$ cat config.mk
export PLATFORM = sky130hd
export DESIGN_NAME = vga_fb_arbiter
export DESIGN_NICKNAME = d
export VERILOG_FILES = /design/src/rtl/vga_fb_arbiter.sv
export SDC_FILE = /design/constraint.sdc
export NUM_CORES = 1
export LEC_CHECK = 0
export CORE_MARGIN = 3
export CORE_UTILIZATION = 55
export CTS_BUF_LIST = sky130_fd_sc_hd__clkbuf_4 sky130_fd_sc_hd__clkbuf_8
export CTS_CLUSTER_SIZE = 8
export DETAILED_ROUTE_END_ITERATION = 8
export GPL_TIMING_DRIVEN = 0
export PLACE_DENSITY_LB_ADDON = 0.2
export SETUP_SLACK_MARGIN = 0.2
export SYNTH_ARGS = -nofsm -noshare
export SYNTH_HDL_FRONTEND = slang
export SYNTH_SLANG_ARGS = --single-unit
$ cat constraint.sdc
create_clock -name clk -period 3.65 [get_ports clk]
set_input_delay 0.5475 -clock clk [delete_from_list [all_inputs] [get_ports clk]]
set_output_delay 0.5475 -clock clk [all_outputs]
set_load 0.1 [all_outputs]
$ cat src/rtl/vga_fb_arbiter.sv
// -----------------------------------------------------------------------------
// vga_fb_arbiter
//
// Shares one single-port, registered-output frame-buffer RAM between the VGA
// pixel-fetch path and a pixel writer. Display reads always win and are never
// stalled. Writes are parked in a small circular queue and retired, in accept
// order, on any cycle without a display read. A sticky status flag reports a
// queue that was held off by reads for STARVE_LIM consecutive cycles. This
// usually means the display timing leaves no blanking gaps for the writer.
//
// Parameters
//   ADDR_W      frame-buffer address width
//   DATA_W      pixel width
//   WQ_DEPTH    write-queue entries (power of 2, >= 2)
//   STARVE_LIM  consecutive blocked cycles that raise starve_err
//
// Ports
//   clk         system clock
//   reset       asynchronous, active-high reset
//   rd_req      display read request, one address per cycle
//   rd_addr     display read address
//   rd_valid    rd_data valid (two cycles after rd_req)
//   rd_data     display read data, holds its last value when rd_valid is low
//   wr_valid    writer presents a write
//   wr_ready    queue has room; transfer on wr_valid & wr_ready
//   wr_addr     write address
//   wr_data     write pixel
//   ram_en      RAM access this cycle
//   ram_we      1 = write, 0 = read
//   ram_addr    RAM address
//   ram_wdata   RAM write data
//   ram_rdata   RAM read data, valid the cycle after a read
//   wq_level    write-queue occupancy
//   starve_err  sticky write-queue starvation flag
// -----------------------------------------------------------------------------
module vga_fb_arbiter #(
  parameter int ADDR_W     = 14,
  parameter int DATA_W     = 3,
  parameter int WQ_DEPTH   = 4,
  parameter int STARVE_LIM = 1024,
  localparam int PTR_W     = $clog2(WQ_DEPTH),
  localparam int LVL_W     = PTR_W + 1,
  localparam int CNT_W     = $clog2(STARVE_LIM + 1)
) (
  input  logic              clk,
  input  logic              reset,
  // display read port
  input  logic              rd_req,
  input  logic [ADDR_W-1:0] rd_addr,
  output logic              rd_valid,
  output logic [DATA_W-1:0] rd_data,
  // pixel writer port
  input  logic              wr_valid,
  output logic              wr_ready,
  input  logic [ADDR_W-1:0] wr_addr,
  input  logic [DATA_W-1:0] wr_data,
  // frame-buffer RAM port
  output logic              ram_en,
  output logic              ram_we,
  output logic [ADDR_W-1:0] ram_addr,
  output logic [DATA_W-1:0] ram_wdata,
  input  logic [DATA_W-1:0] ram_rdata,
  // status
  output logic [LVL_W-1:0]  wq_level,
  output logic              starve_err
);

  // Who owns the RAM in the current cycle.
  typedef enum logic [1:0] {
    GNT_NONE  = 2'd0,
    GNT_READ  = 2'd1,
    GNT_WRITE = 2'd2
  } grant_t;

  typedef struct packed {
    logic [ADDR_W-1:0] addr;
    logic [DATA_W-1:0] data;
  } wq_entry_t;

  // ---------------------------------------------------------------------------
  // Write queue state
  // ---------------------------------------------------------------------------
  wq_entry_t        wq_mem [WQ_DEPTH];
  logic [PTR_W-1:0] head;
  logic [PTR_W-1:0] tail;
  logic [LVL_W-1:0] level;
  wq_entry_t        head_entry;

  grant_t           grant;
  logic             push;
  logic             pop;

  // Read pipeline: rd_pend marks that ram_rdata carries a display read.
  logic             rd_pend;

  // Starvation tracking
  logic [CNT_W-1:0] starve_cnt;
  logic [CNT_W-1:0] starve_cnt_nxt;

  assign head_entry = wq_mem[head];

  // wr_ready depends only on registered occupancy, so a pop in this cycle
  // never opens a slot for a push in the same cycle.
  assign wr_ready = (level < LVL_W'(WQ_DEPTH));
  assign push     = wr_valid && wr_ready;
  assign pop      = (grant == GNT_WRITE);
  assign wq_level = level;

  // ---------------------------------------------------------------------------
  // Arbitration and RAM drive (purely combinational)
  // ---------------------------------------------------------------------------
  // NOTE: every output of a combinational block gets a default before any
  // branch; a path that leaves one unassigned would infer a latch.
  always_comb begin
    grant     = GNT_NONE;
    ram_en    = 1'b0;
    ram_we    = 1'b0;
    ram_addr  = '0;
    ram_wdata = '0;

    if (rd_req) begin
      grant = GNT_READ;
    end else if (level != '0) begin
      grant = GNT_WRITE;
    end

    unique case (grant)
      GNT_READ: begin
        ram_en   = 1'b1;
        ram_addr = rd_addr;
      end
      GNT_WRITE: begin
        ram_en    = 1'b1;
        ram_we    = 1'b1;
        ram_addr  = head_entry.addr;
        ram_wdata = head_entry.data;
      end
      default: ;
    endcase
  end

  // ---------------------------------------------------------------------------
  // Queue pointers and occupancy
  // ---------------------------------------------------------------------------
  // NOTE: state registers use non-blocking assignments so every flop samples
  // the values from before the clock edge, whatever the statement order.
  always_ff @(posedge clk or posedge reset) begin
    if (reset) begin
      head  <= '0;
      tail  <= '0;
      level <= '0;
    end else begin
      // Pointers wrap naturally because WQ_DEPTH is a power of two.
      if (push) tail <= tail + PTR_W'(1);
      if (pop)  head <= head + PTR_W'(1);
      unique case ({push, pop})
        2'b10:   level <= level + LVL_W'(1);
        2'b01:   level <= level - LVL_W'(1);
        default: level <= level;
      endcase
    end
  end

  // NOTE: queue storage has no reset; an entry is only ever read after it was
  // written, and the pointers are what make the queue empty after reset.
  always_ff @(posedge clk) begin
    if (push) begin
      wq_mem[tail] <= '{addr: wr_addr, data: wr_data};
    end
  end

  // ---------------------------------------------------------------------------
  // Display read pipeline: request at N, RAM data at N+1, rd_data at N+2
  // ---------------------------------------------------------------------------
  always_ff @(posedge clk or posedge reset) begin
    if (reset) begin
      rd_pend  <= 1'b0;
      rd_valid <= 1'b0;
      rd_data  <= '0;
    end else begin
      rd_pend  <= rd_req;
      rd_valid <= rd_pend;
      if (rd_pend) begin
        rd_data <= ram_rdata;
      end
    end
  end

  // ---------------------------------------------------------------------------
  // Starvation monitor
  // ---------------------------------------------------------------------------
  // Counts cycles where the queue holds data but a display read blocks it.
  // Any pop or an empty queue restarts the count; it saturates at the limit.
  always_comb begin
    starve_cnt_nxt = starve_cnt;
    if ((level == '0) || pop) begin
      starve_cnt_nxt = '0;
    end else if (starve_cnt != CNT_W'(STARVE_LIM)) begin
      starve_cnt_nxt = starve_cnt + CNT_W'(1);
    end
  end

  always_ff @(posedge clk or posedge reset) begin
    if (reset) begin
      starve_cnt <= '0;
      starve_err <= 1'b0;
    end else begin
      starve_cnt <= starve_cnt_nxt;
      // Flag rises on the edge where the count reaches the limit, then sticks.
      if (starve_cnt_nxt == CNT_W'(STARVE_LIM)) begin
        starve_err <= 1'b1;
      end
    end
  end

endmodule

==> flow_summary.toml, run 1 <==
[global_routing]
grt-ovfl-total = 0
antenna_found_initial = 0
grt_pass1_wl_um = 12100
grt_usage = 0.195
grt_pass1_vias = 2386
grt_max_degree = 25

[timing]
rsz0062_at_grt = "false"
post-route-min-period_ns = 3.25
slew_violations = 0
timing.final.ws_setup_ns = 0.400
fin_crit_sh = 0.890
setup-tns-final_ns = 0
setup_viol = 0
slew_headroom = 0.346
finalHoldViolCount = 0
worst_slew_pin_slew_ns = 0.977
fin_skew_ns = 0.00909
max_freq_ghz = 0.308

[detailed_routing]
drt_iter0_drc = 112
drt-pass1-iter-count = 5
final_antenna_net_count = 0
wl_per_cell_um = 17.5
drc = 0
routed_wl_um = 7300
via_per_inst = 5.37
num_vias = 2235

[floorplan]
chipWidth_um = 90.4
ios = 66
dieArea_um2 = 8170
start_util = 0.570
dieHeight_um = 90.4
rows = 30
core_um2 = 6870

[synthesis]
avgSynthCellArea_um2 = 16.3
synth_edf_count = 68
ys_ff_latch = 92
synth_top_area_frac = 0.521
netlist_top_cells_area = "edfxtp_1 (52%), dfrtp_1 (15%), mux4_2 (9.8%), a22o_1 (3.1%), ha_1 (2.2%)"
synthArstFlopShare = 0.261
synth_area_um2 = 3920
syn_inst = 240
yosysUniqueCellTypes = 37
synth.largest_area_cell = "edfxtp_1"
dominantRegCellSynth = "edfxtp_1"
synth_nets = 286
yosysWarningCount = 0
yosysSeqAreaShare = 0.674

[critical_path]
path_max_fanout = 10
cp-start-kind = "register"
end_kind = "output pin"
regToRegSetupSlack_ns = 1.56
cp_data_required_time_ns = 3.10
cp.arrival_ns = 2.70
crit_type = "register to output pin"

[clocking]
clock_latency_ns = 0.35
cts_buffer_depth = 2
cts_made_buffers = 9
cts_setup_buffers = 0
cts_sinks = 92
cts_root_buffer = "clkbuf_8"
path_clk_slew_ns = 0.08
cts_tree = "yes"
ctsHoldBuffers = 0
htreeDepth = 3

[cells_and_area]
area_growth_pct = 25.1
fill_cells = 481
nets = 362
finalNonFillerCells = 416
antenna_cells = 0
final_area_um2 = 4900
drive_gt1_frac = 0.200

[power_and_ir_drop]
p_leak_uw = 0.00179
finalPower_uw = 3710
max-vdd-ir-drop_mv = 0.408
p_per_area_nw_per_um2 = 756

[placed_design]
place.gp.congestion = 0.808
port_buffers = 65
hpwl_um = 5030
dp_slack_ns = -0.153
place_inst = 401
place_area_um2 = 4690

[job]
drv_cap = 0

[run_status]
status = "completed"

[min_path]
hold_path.class = "register to register"
stage by stage:
step                hold slack (ns)  utilization
finish                        0.466        0.714
detailed placement            0.456        0.683
global placement              0.443        0.683
CTS                           0.474        0.714
global route                  0.490        0.714
floorplan                     0.416            -
cell families (layout without fill, tap and decap cells):
kind of cell             count (synthesis)  in the layout  share of synthesized area
flip-flops                              92             92                      0.674
AND/OR/NAND/NOR                         56             56                     0.0798
multiplexers                            24             24                      0.118
buffers and inverters                   23            103                     0.0227
AO/OA/AOI/OAI                           22             22                     0.0441
XOR/XNOR                                15             15                     0.0335
adder cells (fa/ha/maj)                  8              8                     0.0275
worst max-delay path, stage by stage, from the launching register on:
cell             delay [ns]
dfrtp_1                0.33
clkbuf_1               0.42
buf_1                  0.52
mux4_2                 0.41
a22o_1                 0.21
clkdlybuf4s15_2        0.46
routing by layer:
metal	global-route usage	vias up	routed length [um]
li1	-	1057	-
met4	0.0816	0	157
met5	0	-	0
met3	0.0508	12	312
met1	0.246	1105	3110
met2	0.324	61	3710
cells in the final DEF (no fill, tap or decap), drive strengths merged:
cell	synthesis	routed
a21oi	2	2
a22o	14	14
a41o	1	1
and2	7	7
and3	2	2
and4	2	2
buf	3	3
bufinv	0	1
clkbuf	8	18
clkdlybuf4s15	0	16
clkdlybuf4s50	0	47
clkinv	0	1
clkinvlp	0	2
dfrtp	24	24
dlymetal6s2s	0	1
edfxtp	68	68
fa	1	1
ha	7	7
inv	12	14
mux2	5	5
mux2i	2	2
mux4	17	17
nand2	5	5
nand2b	3	3
nand3	7	7
nand3b	1	1
nand4	2	2
nor2	17	17
nor2b	2	2
nor3	5	5
nor4b	1	1
o211ai	2	2
o21ai	3	3
or2	1	1
or2b	1	1
xnor2	9	9
xor2	6	6
sequential cells by signal, summed over array words and instances (netlist names):
name	flops
wq_mem	68
starve_cnt	11
rd_data	3
wq_level	3
head	2
tail	2
rd_pend	1
rd_valid	1
starve_err	1
report_power, final:
group / internal [uW] / total [uW] / switching (uW)
Combinational: 526 / 1670 / 1150
Clock: 318 / 668 / 349
Sequential: 1300 / 1370 / 72.0
Total: 2140 / 3710 / 1570
layout make-up:
cell class                 instances  area (um2)  area share
tap                               96         120      0.0245
timing repair buffer              65         668       0.136
multi-input combinational        125        1190       0.242
buffer                            11        45.0     0.00919
clock inverter                     6        71.3      0.0145
sequential                        92        2640       0.539
inverter                          12        45.0     0.00919
clock buffer                       9         124      0.0253
cell usage after synthesis (3+ instances only):
cell type	number
inv_1	12
nor2_1	17
nand2b_1	3
xor2_1	6
nand2_1	5
edfxtp_1	68
ha_1	7
clkbuf_1	8
dfrtp_1	24
nand3_1	7
mux4_2	17
nor3_1	4
and2_1	7
mux2_2	4
xnor2_1	9
a22o_1	14
o21ai_0	3
what timing repair did:
| item | 4_1_cts | 5_1_grt |
|---|---|---|
| resized for setup | 50 | 2 |
| pin swaps | 0 | 0 |
| setup endpoints to repair | 17 | 2 |
worst paths after layout:
path	startpoint	endpoint	cells after the start
worst max-delay path	head[1]	ram_addr[8]	5
worst min-delay path	rd_pend	rd_valid	0
worst max register to register	wq_level[0]	wq_level[2]	9
worst min register to register	rd_pend	rd_valid	0
max in group asynchronous	reset	rd_data[2]	2
min in group asynchronous	reset	starve_cnt[5]	2
Note: power is estimated with default switching activity, not from simulation.
==> run 2: changes to the inputs <==
--- a/config.mk
+++ b/config.mk
@@ -8,9 +8,11 @@
 export CORE_MARGIN = 3
 export CORE_UTILIZATION = 55
 export CTS_BUF_LIST = sky130_fd_sc_hd__clkbuf_4 sky130_fd_sc_hd__clkbuf_8
+export CTS_CLUSTER_DIAMETER = 30
 export CTS_CLUSTER_SIZE = 8
 export DETAILED_ROUTE_END_ITERATION = 8
 export GPL_TIMING_DRIVEN = 0
+export MAX_ROUTING_LAYER = met4
 export PLACE_DENSITY_LB_ADDON = 0.2
 export SETUP_SLACK_MARGIN = 0.2
 export SYNTH_ARGS = -nofsm -noshare
==> run 2 against run 1 <==
Global-route usage up 0.61 points. Worst setup slack about the same. Routed wire length up 0.49%. First-iteration DRC count up 21%. Final area unchanged. Sequential power about the same. Core utilization unchanged. Critical endpoint unchanged. Largest cell class unchanged.
==> flow_summary.toml, run 2 (synthesis gave the netlist of run 1 again) <==
[critical_path]
rr_startpoint = "wq_level[0]"
worstRegToRegCells = 9
crit_type = "register to output pin"
path_max_fanout = 10
startpoint = "head[1]"
cp-start-kind = "register"
cp.arrival_ns = 2.70
cp_data_required_time_ns = 3.10
end_kind = "output pin"

[clocking]
ctsHoldBuffers = 0
htreeDepth = 3
cts_setup_buffers = 0
cts_made_buffers = 9
cts_sinks = 92
path_clk_slew_ns = 0.08
cts_buffer_depth = 2
cts_root_buffer = "clkbuf_8"
clock_latency_ns = 0.35
cts_tree = "yes"

[timing]
fin_skew_ns = 0.0104
max_freq_ghz = 0.308
timing.final.ws_setup_ns = 0.400
worst_slew_pin_slew_ns = 0.978
setup_viol = 0
fin_crit_sh = 0.890
post-route-min-period_ns = 3.25
finalHoldViolCount = 0
slew_violations = 0
slew_headroom = 0.346
rsz0062_at_grt = "false"

[detailed_routing]
wl_per_cell_um = 17.6
final_antenna_net_count = 0
num_vias = 2260
drc = 0
drt-pass1-iter-count = 5
routed_wl_um = 7330
via_per_inst = 5.43
drt_iter0_drc = 135

[floorplan]
ios = 66
dieHeight_um = 90.4
core_um2 = 6870
chipWidth_um = 90.4
start_util = 0.570
dieArea_um2 = 8170
rows = 30

[cells_and_area]
area_growth_pct = 25.1
final_common_cell = "edfxtp_1"
most-common-layout-cells = "edfxtp_1 (68), clkdlybuf4s50_1 (47), dfrtp_1 (24)"
fin_util = 0.714
nets = 362
drive_gt1_frac = 0.200
antenna_cells = 0
largestRegisters = "wq_mem x68, starve_cnt x11"
largest_reg_flops = 68
regMostFlops = "wq_mem"

[power_and_ir_drop]
sw_frac_of_total = 0.423
p_sw_uw = 1570
p_per_area_nw_per_um2 = 756
p_int_uw = 2140
max-vdd-ir-drop_mv = 0.407
seq_power_share = 0.369
power_frac_clock = 0.180
combinationalPowerShare = 0.451
p_leak_uw = 0.00179
finalPower_uw = 3710

[placed_design]
hpwl_um = 5030
port_buffers = 65
dp_slack_ns = -0.153
place.gp.congestion = 0.820

[job]
drv_cap = 0

[min_path]
min_from = "rd_pend"
hold_path.class = "register to register"
hold_depth = 0

[global_routing]
grt_pass1_wl_um = 12100
grt_pass1_vias = 2376
antenna_found_initial = 0
grt_max_degree = 25
grt-ovfl-total = 0
grt_usage = 0.201

[run_status]
status = "completed"
-- run 2: cell counts in the layout (fill, tap and decap cells not counted) --
Identical to the previous run, type by type.
-- run 2: worst max-delay path, stage by stage (launching register included) --
cell	delay (ns)
dfrtp_1	0.33
clkbuf_1	0.42
buf_1	0.53
mux4_2	0.42
a22o_1	0.21
clkdlybuf4s15_2	0.46
-- run 2: metal layers --
layer | share of wire | track usage
met3 | 0.053 | 0.0400
met1 | 0.41 | 0.247
met5 | 0 | -
met4 | 0.022 | 0.0969
met2 | 0.51 | 0.324
-- run 2: power groups by stage --
stage	combinational, uW	sequential [uW]	clock (uW)
CTS	1700	1370	686
global placement	1690	1380	0
finish	1670	1370	666
global route	1770	1390	728
detailed placement	1710	1390	0
floorplan	1170	1530	0
-- run 2: metrics by stage --
stage,TNS [ns],area (um2),std cells,hold slack (ns)
after floorplan,0,3920,240,0.416
after global placement,-1.52,4690,401,0.443
after detailed placement,-1.79,4690,401,0.456
after CTS,0,4910,416,0.474
after global routing,0,4900,416,0.490
final,0,4900,416,0.466
-- run 2: layout make-up --
| type | instances | area, um2 |
|---|---|---|
| Buffer | 11 | 45.0 |
| Clock buffer | 9 | 124 |
| Clock inverter | 6 | 71.3 |
| Fill cell | 481 | 1970 |
| Inverter | 12 | 45.0 |
| Multi-Input combinational cell | 125 | 1190 |
| Sequential cell | 92 | 2640 |
| Tap cell | 96 | 120 |
| Timing Repair Buffer | 65 | 668 |
-- run 2: path summary, 6_finish.rpt --
check | end | slack [ns]
max in group asynchronous | rd_data[2] | 2.40
min reg2reg | rd_valid | 0.47
max | ram_addr[8] | 0.40
min | rd_valid | 0.47
max reg2reg | wq_level[2] | 1.57
min in group asynchronous | starve_cnt[5] | 0.69
-- run 2: repair_timing --
action	CTS	global route
gates resized for setup	50	2
cloned	0	0
setup endpoints to repair	17	2
==> run 3: changes to the inputs <==
--- a/config.mk
+++ b/config.mk
@@ -5,6 +5,7 @@
 export SDC_FILE = /design/constraint.sdc
 export NUM_CORES = 1
 export LEC_CHECK = 0
+export CAP_MARGIN = 20
 export CORE_MARGIN = 3
 export CORE_UTILIZATION = 55
 export CTS_BUF_LIST = sky130_fd_sc_hd__clkbuf_4 sky130_fd_sc_hd__clkbuf_8
==> results of run 3 <==
Same layout as run 2: the final DEF is identical, and so are final timing and power.
